`config.mk`:
```
export PLATFORM = sky130hd
export DESIGN_NAME = m2_block_fetch
export DESIGN_NICKNAME = d
export VERILOG_FILES = /design/src/rtl/m2_block_fetch.sv
export SDC_FILE = /design/constraint.sdc
export NUM_CORES = 1
export LEC_CHECK = 0
export ABC_AREA = 1
export BUFFER_PORTS_ARGS = -buffer_cell sky130_fd_sc_hd__buf_2
export CORE_MARGIN = 4
export CORE_UTILIZATION = 55
export DETAILED_ROUTE_END_ITERATION = 10
export PLACE_DENSITY_LB_ADDON = 0.15
export SETUP_SLACK_MARGIN = 0.4
export SYNTH_ARGS = -nofsm -noshare
export SYNTH_HDL_FRONTEND = slang
export SYNTH_SLANG_ARGS = --single-unit
```
`constraint.sdc`:
```
create_clock -name Clock -period 2.04 [get_ports Clock]
set_input_delay 0.408 -clock Clock [delete_from_list [all_inputs] [get_ports Clock]]
set_output_delay 0.408 -clock Clock [all_outputs]
set_load 0.05 [all_outputs]
```
`src/rtl/m2_block_fetch.sv`:
```
// m2_block_fetch: fetches one 8x8 block of pre-IDCT coefficients per Start
// from SRAM (one signed 16-bit value per word) and writes them, sign-extended
// to 32 bits, into the IDCT's dual-port RAM. Block order (Y, then U, then V,
// raster within each plane), plane offsets and strides are generated here.
//
// Ports:
//   Clock, Resetn        clock, asynchronous active-low reset
//   Start                fetch next block (sampled only when idle)
//   SRAM_address         read address (18 bit)
//   SRAM_read_data       read data, valid two cycles after its address
//   SRAM_we_n            tied high, read-only master
//   DPRAM_address        coefficient index row*8+col
//   DPRAM_write_data     sign-extended coefficient
//   DPRAM_we             write enable
//   Busy, Done           fetch in progress / one-cycle completion pulse
//   Block_plane/row/col  block being fetched (0 Y, 1 U, 2 V)
//   Last_block           with Done when the final V block completes
module m2_block_fetch #(
  parameter logic [17:0] PRE_IDCT_BASE = 18'd76800,
  parameter logic [17:0] U_OFFSET      = 18'd76800,
  parameter logic [17:0] V_OFFSET      = 18'd115200,
  parameter int unsigned Y_STRIDE      = 320,
  parameter int unsigned UV_STRIDE     = 160,
  parameter int unsigned Y_BLOCK_COLS  = 40,
  parameter int unsigned UV_BLOCK_COLS = 20,
  parameter int unsigned BLOCK_ROWS    = 30
) (
  input  logic        Clock,
  input  logic        Resetn,
  input  logic        Start,
  output logic [17:0] SRAM_address,
  input  logic [15:0] SRAM_read_data,
  output logic        SRAM_we_n,
  output logic [5:0]  DPRAM_address,
  output logic [31:0] DPRAM_write_data,
  output logic        DPRAM_we,
  output logic        Busy,
  output logic        Done,
  output logic [1:0]  Block_plane,
  output logic [4:0]  Block_row,
  output logic [5:0]  Block_col,
  output logic        Last_block
);

  localparam logic [17:0] Y_STRIDE_A   = 18'(Y_STRIDE);
  localparam logic [17:0] UV_STRIDE_A  = 18'(UV_STRIDE);
  localparam logic [17:0] Y_STRIDE8    = 18'(8 * Y_STRIDE);
  localparam logic [17:0] UV_STRIDE8   = 18'(8 * UV_STRIDE);
  localparam logic [5:0]  Y_COL_LAST   = 6'(Y_BLOCK_COLS - 1);
  localparam logic [5:0]  UV_COL_LAST  = 6'(UV_BLOCK_COLS - 1);
  localparam logic [4:0]  ROW_LAST     = 5'(BLOCK_ROWS - 1);

  typedef enum logic [1:0] {
    S_BF_IDLE,
    S_BF_ISSUE,
    S_BF_DRAIN,
    S_BF_DONE
  } state_t;

  state_t      state, state_n;
  logic [5:0]  sample_cnt;
  logic        drain_cnt;
  logic [17:0] row_addr;        // address of sample (r,0) of current block
  logic [17:0] block_addr;      // address of sample (0,0) of current block
  logic [17:0] block_row_addr;  // address of sample (0,0) of column-0 block in this block row
  logic        p1_valid;
  logic [5:0]  p1_idx;
  logic [17:0] stride, stride8;
  logic [5:0]  col_last;

  always_comb begin
    stride   = (Block_plane == 2'd0) ? Y_STRIDE_A  : UV_STRIDE_A;
    stride8  = (Block_plane == 2'd0) ? Y_STRIDE8   : UV_STRIDE8;
    col_last = (Block_plane == 2'd0) ? Y_COL_LAST  : UV_COL_LAST;
  end

  always_ff @(posedge Clock or negedge Resetn) begin
    if (!Resetn) state <= S_BF_IDLE;
    else         state <= state_n;
  end

  always_comb begin
    state_n = state;
    unique case (state)
      S_BF_IDLE:  if (Start) state_n = S_BF_ISSUE;
      S_BF_ISSUE: if (sample_cnt == 6'd63) state_n = S_BF_DRAIN;
      S_BF_DRAIN: if (drain_cnt) state_n = S_BF_DONE;
      S_BF_DONE:  state_n = S_BF_IDLE;
      default:    state_n = S_BF_IDLE;
    endcase
  end

  always_comb begin
    SRAM_we_n        = 1'b1;
    Busy             = (state == S_BF_ISSUE) || (state == S_BF_DRAIN);
    Done             = (state == S_BF_DONE);
    Last_block       = Done && (Block_plane == 2'd2) &&
                       (Block_row == ROW_LAST) && (Block_col == UV_COL_LAST);
    // Read data arrives two cycles after its address, aligned with DPRAM_we.
    DPRAM_write_data = DPRAM_we ? {{16{SRAM_read_data[15]}}, SRAM_read_data} : '0;
  end

  always_ff @(posedge Clock or negedge Resetn) begin
    if (!Resetn) begin
      SRAM_address   <= '0;
      DPRAM_address  <= '0;
      DPRAM_we       <= 1'b0;
      p1_valid       <= 1'b0;
      p1_idx         <= '0;
      sample_cnt     <= '0;
      drain_cnt      <= 1'b0;
      row_addr       <= PRE_IDCT_BASE;
      block_addr     <= PRE_IDCT_BASE;
      block_row_addr <= PRE_IDCT_BASE;
      Block_plane    <= '0;
      Block_row      <= '0;
      Block_col      <= '0;
    end else begin
      // Two-stage delay from issued address to DPRAM write.
      p1_valid <= (state == S_BF_ISSUE);
      p1_idx   <= sample_cnt;
      DPRAM_we <= p1_valid;
      if (p1_valid) DPRAM_address <= p1_idx;

      unique case (state)
        S_BF_IDLE: begin
          if (Start) begin
            sample_cnt   <= '0;
            SRAM_address <= block_addr;
            row_addr     <= block_addr;
          end
        end
        S_BF_ISSUE: begin
          drain_cnt <= 1'b0;
          if (sample_cnt != 6'd63) begin
            sample_cnt <= sample_cnt + 6'd1;
            if (sample_cnt[2:0] == 3'd7) begin
              row_addr     <= row_addr + stride;
              SRAM_address <= row_addr + stride;
            end else begin
              SRAM_address <= SRAM_address + 18'd1;
            end
          end
        end
        S_BF_DRAIN: drain_cnt <= ~drain_cnt;
        S_BF_DONE: begin
          if (Block_col != col_last) begin
            Block_col  <= Block_col + 6'd1;
            block_addr <= block_addr + 18'd8;
          end else begin
            Block_col <= '0;
            if (Block_row != ROW_LAST) begin
              Block_row      <= Block_row + 5'd1;
              block_row_addr <= block_row_addr + stride8;
              block_addr     <= block_row_addr + stride8;
            end else begin
              Block_row <= '0;
              unique case (Block_plane)
                2'd0: begin
                  Block_plane    <= 2'd1;
                  block_row_addr <= PRE_IDCT_BASE + U_OFFSET;
                  block_addr     <= PRE_IDCT_BASE + U_OFFSET;
                end
                2'd1: begin
                  Block_plane    <= 2'd2;
                  block_row_addr <= PRE_IDCT_BASE + V_OFFSET;
                  block_addr     <= PRE_IDCT_BASE + V_OFFSET;
                end
                default: begin
                  Block_plane    <= 2'd0;
                  block_row_addr <= PRE_IDCT_BASE;
                  block_addr     <= PRE_IDCT_BASE;
                end
              endcase
            end
          end
        end
        default: ;
      endcase
    end
  end

endmodule

```
==> results.txt <==
GPL Wtd Cong -> 0.977
status -> finished, violations left
drt drc -> 0
Worst-Skew Late Latency -> 370 ps
GRT busiest layer -> met2
final worst setup slack -> -208 ps
# nets final -> 1091
Setup-failing EPs final -> 7
WL final -> 28.4 mm
die area -> 13700 sq um
Post-synth EDFFs -> 0
initial DRC count -> 1246
vias in the first global route -> 6490
Syn Std Cell Area -> 6520 sq um
prevailing post-synth register cell -> dfrtp_1
Pwr Density -> 1450 nW/um^2
Tightest Pin Transition -> 884 ps
Clock Skews -> 12.5 ps
Die Ht -> 117 um
RSZ-0062 raised after global routing -> true
Num CTS Buffers -> 9
met2 Usage GRT -> 50.3%
number of synthesized register bits -> 108
die width -> 117 um
worst hold slack -> 428 ps
crit path kind -> reg -> reg
Post-synth ARST share -> 100%
gr usage total -> 29.4%
Critical Path End Type -> register
row count -> 39
Tmin final -> 2250 ps
CP max FO -> 8
Vias -> 7825
CTS tree -> built
Seq/Total Area, Yosys -> 41.7%
Critical Path RT -> 2240 ps
Slew HR -> 40.4%
first-pass GRT wire length -> 31.7 mm
met1 Resource Use GR -> 37.3%
Clk pin slew, worst setup/hold paths -> 90 ps
startpoint types -> register
peak supply drop -> 0.958 mV
Arr. time, crit path -> 2450 ps
layout cells sized above 1 -> 49.3%
Fin. Hold Viols -> 0
failing checks -> negative setup slack
Initial Utilization -> 56.6%
Layout area overhead -> 55.8%
fmax -> 445 MHz
CTS Root Cell -> clkbuf_16
Final ANT Viol Nets -> 0
Max Transition Viols Final -> 0
clk buf depth -> 2
commonest cells after routing, fill and taps aside -> 147 x nand2_1, 94 x inv_1, 83 x dfrtp_1
LEAKAGE -> 4.73 nW
grt total ovfl -> 0
Pre-antenna DRT Iters -> 9
final instance area -> 10200 sq um
YS warnings -> 0
Hold Crit Class -> reg -> reg
core footprint -> 11500 sq um
total clock sinks -> 108
H-tree Lvls -> 3
Final Util -> 88.2%
syn nets -> 908
IO buf count -> 91
Max-Cap Viols -> 0
DR vias/cell -> 6.49
Top-Level Pins -> 93
met3 Usage GRT -> 3.39%
largest net degree at the start of global routing -> 45
Filler Cell Count -> 444
Place WS -> 160 ps
Syn Area/Cell -> 7.46 sq um
setup_tns -> -685 ps
Post-Syn Instances -> 874
DP Wirelength -> 11.8 mm
initial antenna violation count -> 4
final period utilization -> 110%
Avg WL per Cell -> 23.5 um
Placement Cell Area -> 7280 sq um
most common cell after layout, fill and taps aside -> nand2_1
Distinct cells, synth -> 52
-- logic make-up after synthesis --
| group | Yosys count | share of synthesized area, % |
|---|---|---|
| buf+inv | 174 | 11.9 |
| flops | 108 | 41.7 |
| fa+ha+maj | 15 | 2.88 |
| simple gates | 428 | 28.9 |
| compound gates | 130 | 11.9 |
| mux | 7 | 1.19 |
| other cells | 1 | 0.0575 |
| xor+xnor | 11 | 1.48 |
-- worst max-delay path, cell delays in order (launching register included) --
cell and delay [ps]:
dfrtp_1 420, ha_1 260, nand2_2 130, o21ai_4 80, nor2_4 280, nor2_4 130
buf_8 170, buf_6 130, o21ai_1 470
-- power by group --
| group | total [mW] | switching, mW | leakage (nW) | internal (mW) |
|---|---|---|---|---|
| combinational | 9.20 | 5.87 | 3.22 | 3.33 |
| sequential | 3.62 | 0.844 | 1.36 | 2.77 |
| clock | 1.96 | 0.974 | 0.152 | 0.989 |
| total | 14.8 | 7.69 | 4.73 | 7.09 |
-- sequential cells by signal, summed over array words and instances (netlist names) --
register	cells
drain_cnt	1
state	2
block_row_addr	18
p1_idx	6
sample_cnt	6
Block_row	5
p1_valid	1
row_addr	18
Block_col	6
DPRAM_address	6
DPRAM_we	1
SRAM_address	18
Block_plane	2
block_addr	18
-- Yosys cell counts, types with 6 or more instances --
cell	instances	area, sq um
a21oi_1	36	180
a22oi_1	7	52.6
buf_2	9	45.0
buf_4	21	158
clkbuf_1	7	26.3
dfrtp_1	96	2400
dfstp_2	12	315
ha_1	15	188
inv_1	127	477
mux2_2	6	67.6
nand2_1	203	762
nand2_2	6	37.5
nand3_1	60	300
nand4_1	20	125
nor2_1	99	372
nor3_1	18	90.1
o21ai_0	46	230
o21ai_1	10	50.1
o22ai_1	8	50.1
xor2_1	6	52.6
-- final cells by class --
| cell class | count | area (sq um) | share of cell area [%] |
|---|---|---|---|
| Timing Repair inverter | 4 | 30.0 | 0.296 |
| Antenna cell | 1 | 2.50 | 0.0246 |
| Clock inverter | 7 | 91.3 | 0.899 |
| Multi-Input combinational cell | 592 | 4320 | 42.5 |
| Clock buffer | 9 | 225 | 2.22 |
| Inverter | 132 | 588 | 5.79 |
| Timing Repair Buffer | 210 | 1990 | 19.6 |
| Tap cell | 143 | 179 | 1.76 |
| Sequential cell | 108 | 2730 | 26.9 |
-- per-stage QoR --
| stage | total power, mW | std cells |
|---|---|---|
| 2_1_floorplan | 7.81 | 874 |
| 3_3_place_gp | 8.82 | 1092 |
| 3_5_place_dp | 8.92 | 1092 |
| 4_1_cts | 12.4 | 1180 |
| 5_1_grt | 15.3 | 1206 |
| 6_report | 14.8 | 1206 |
-- final timing paths --
path	from	endpoint	slack, ps	depth (start not counted)
setup / recovery	sample_cnt[0]	SRAM_address[1]	-210	8
setup reg to reg	sample_cnt[0]	SRAM_address[1]	-210	8
max in group asynchronous	Resetn	block_row_addr[11]	900	3
min in group asynchronous	Resetn	SRAM_address[5]	510	2
hold / removal	sample_cnt[5]	p1_idx[5]	430	0
hold reg to reg	sample_cnt[5]	p1_idx[5]	430	0
-- routing by layer --
layer | vias to the layer above | wire, um
met1 | 3622 | 9610
met3 | 285 | 2990
met5 | - | 32
li1 | 3173 | -
met2 | 739 | 13300
met4 | 6 | 2460
-- repair_timing --
action                                 CTS  global route
buffers inserted                        64            25
endpoints found under the hold margin    6             0
setup endpoints to repair              103           126
gates resized for setup                268           217
pin swaps                               45            61
hold buffers                             1             0
cloned                                   7             0
(Power assumes the default switching activity.)
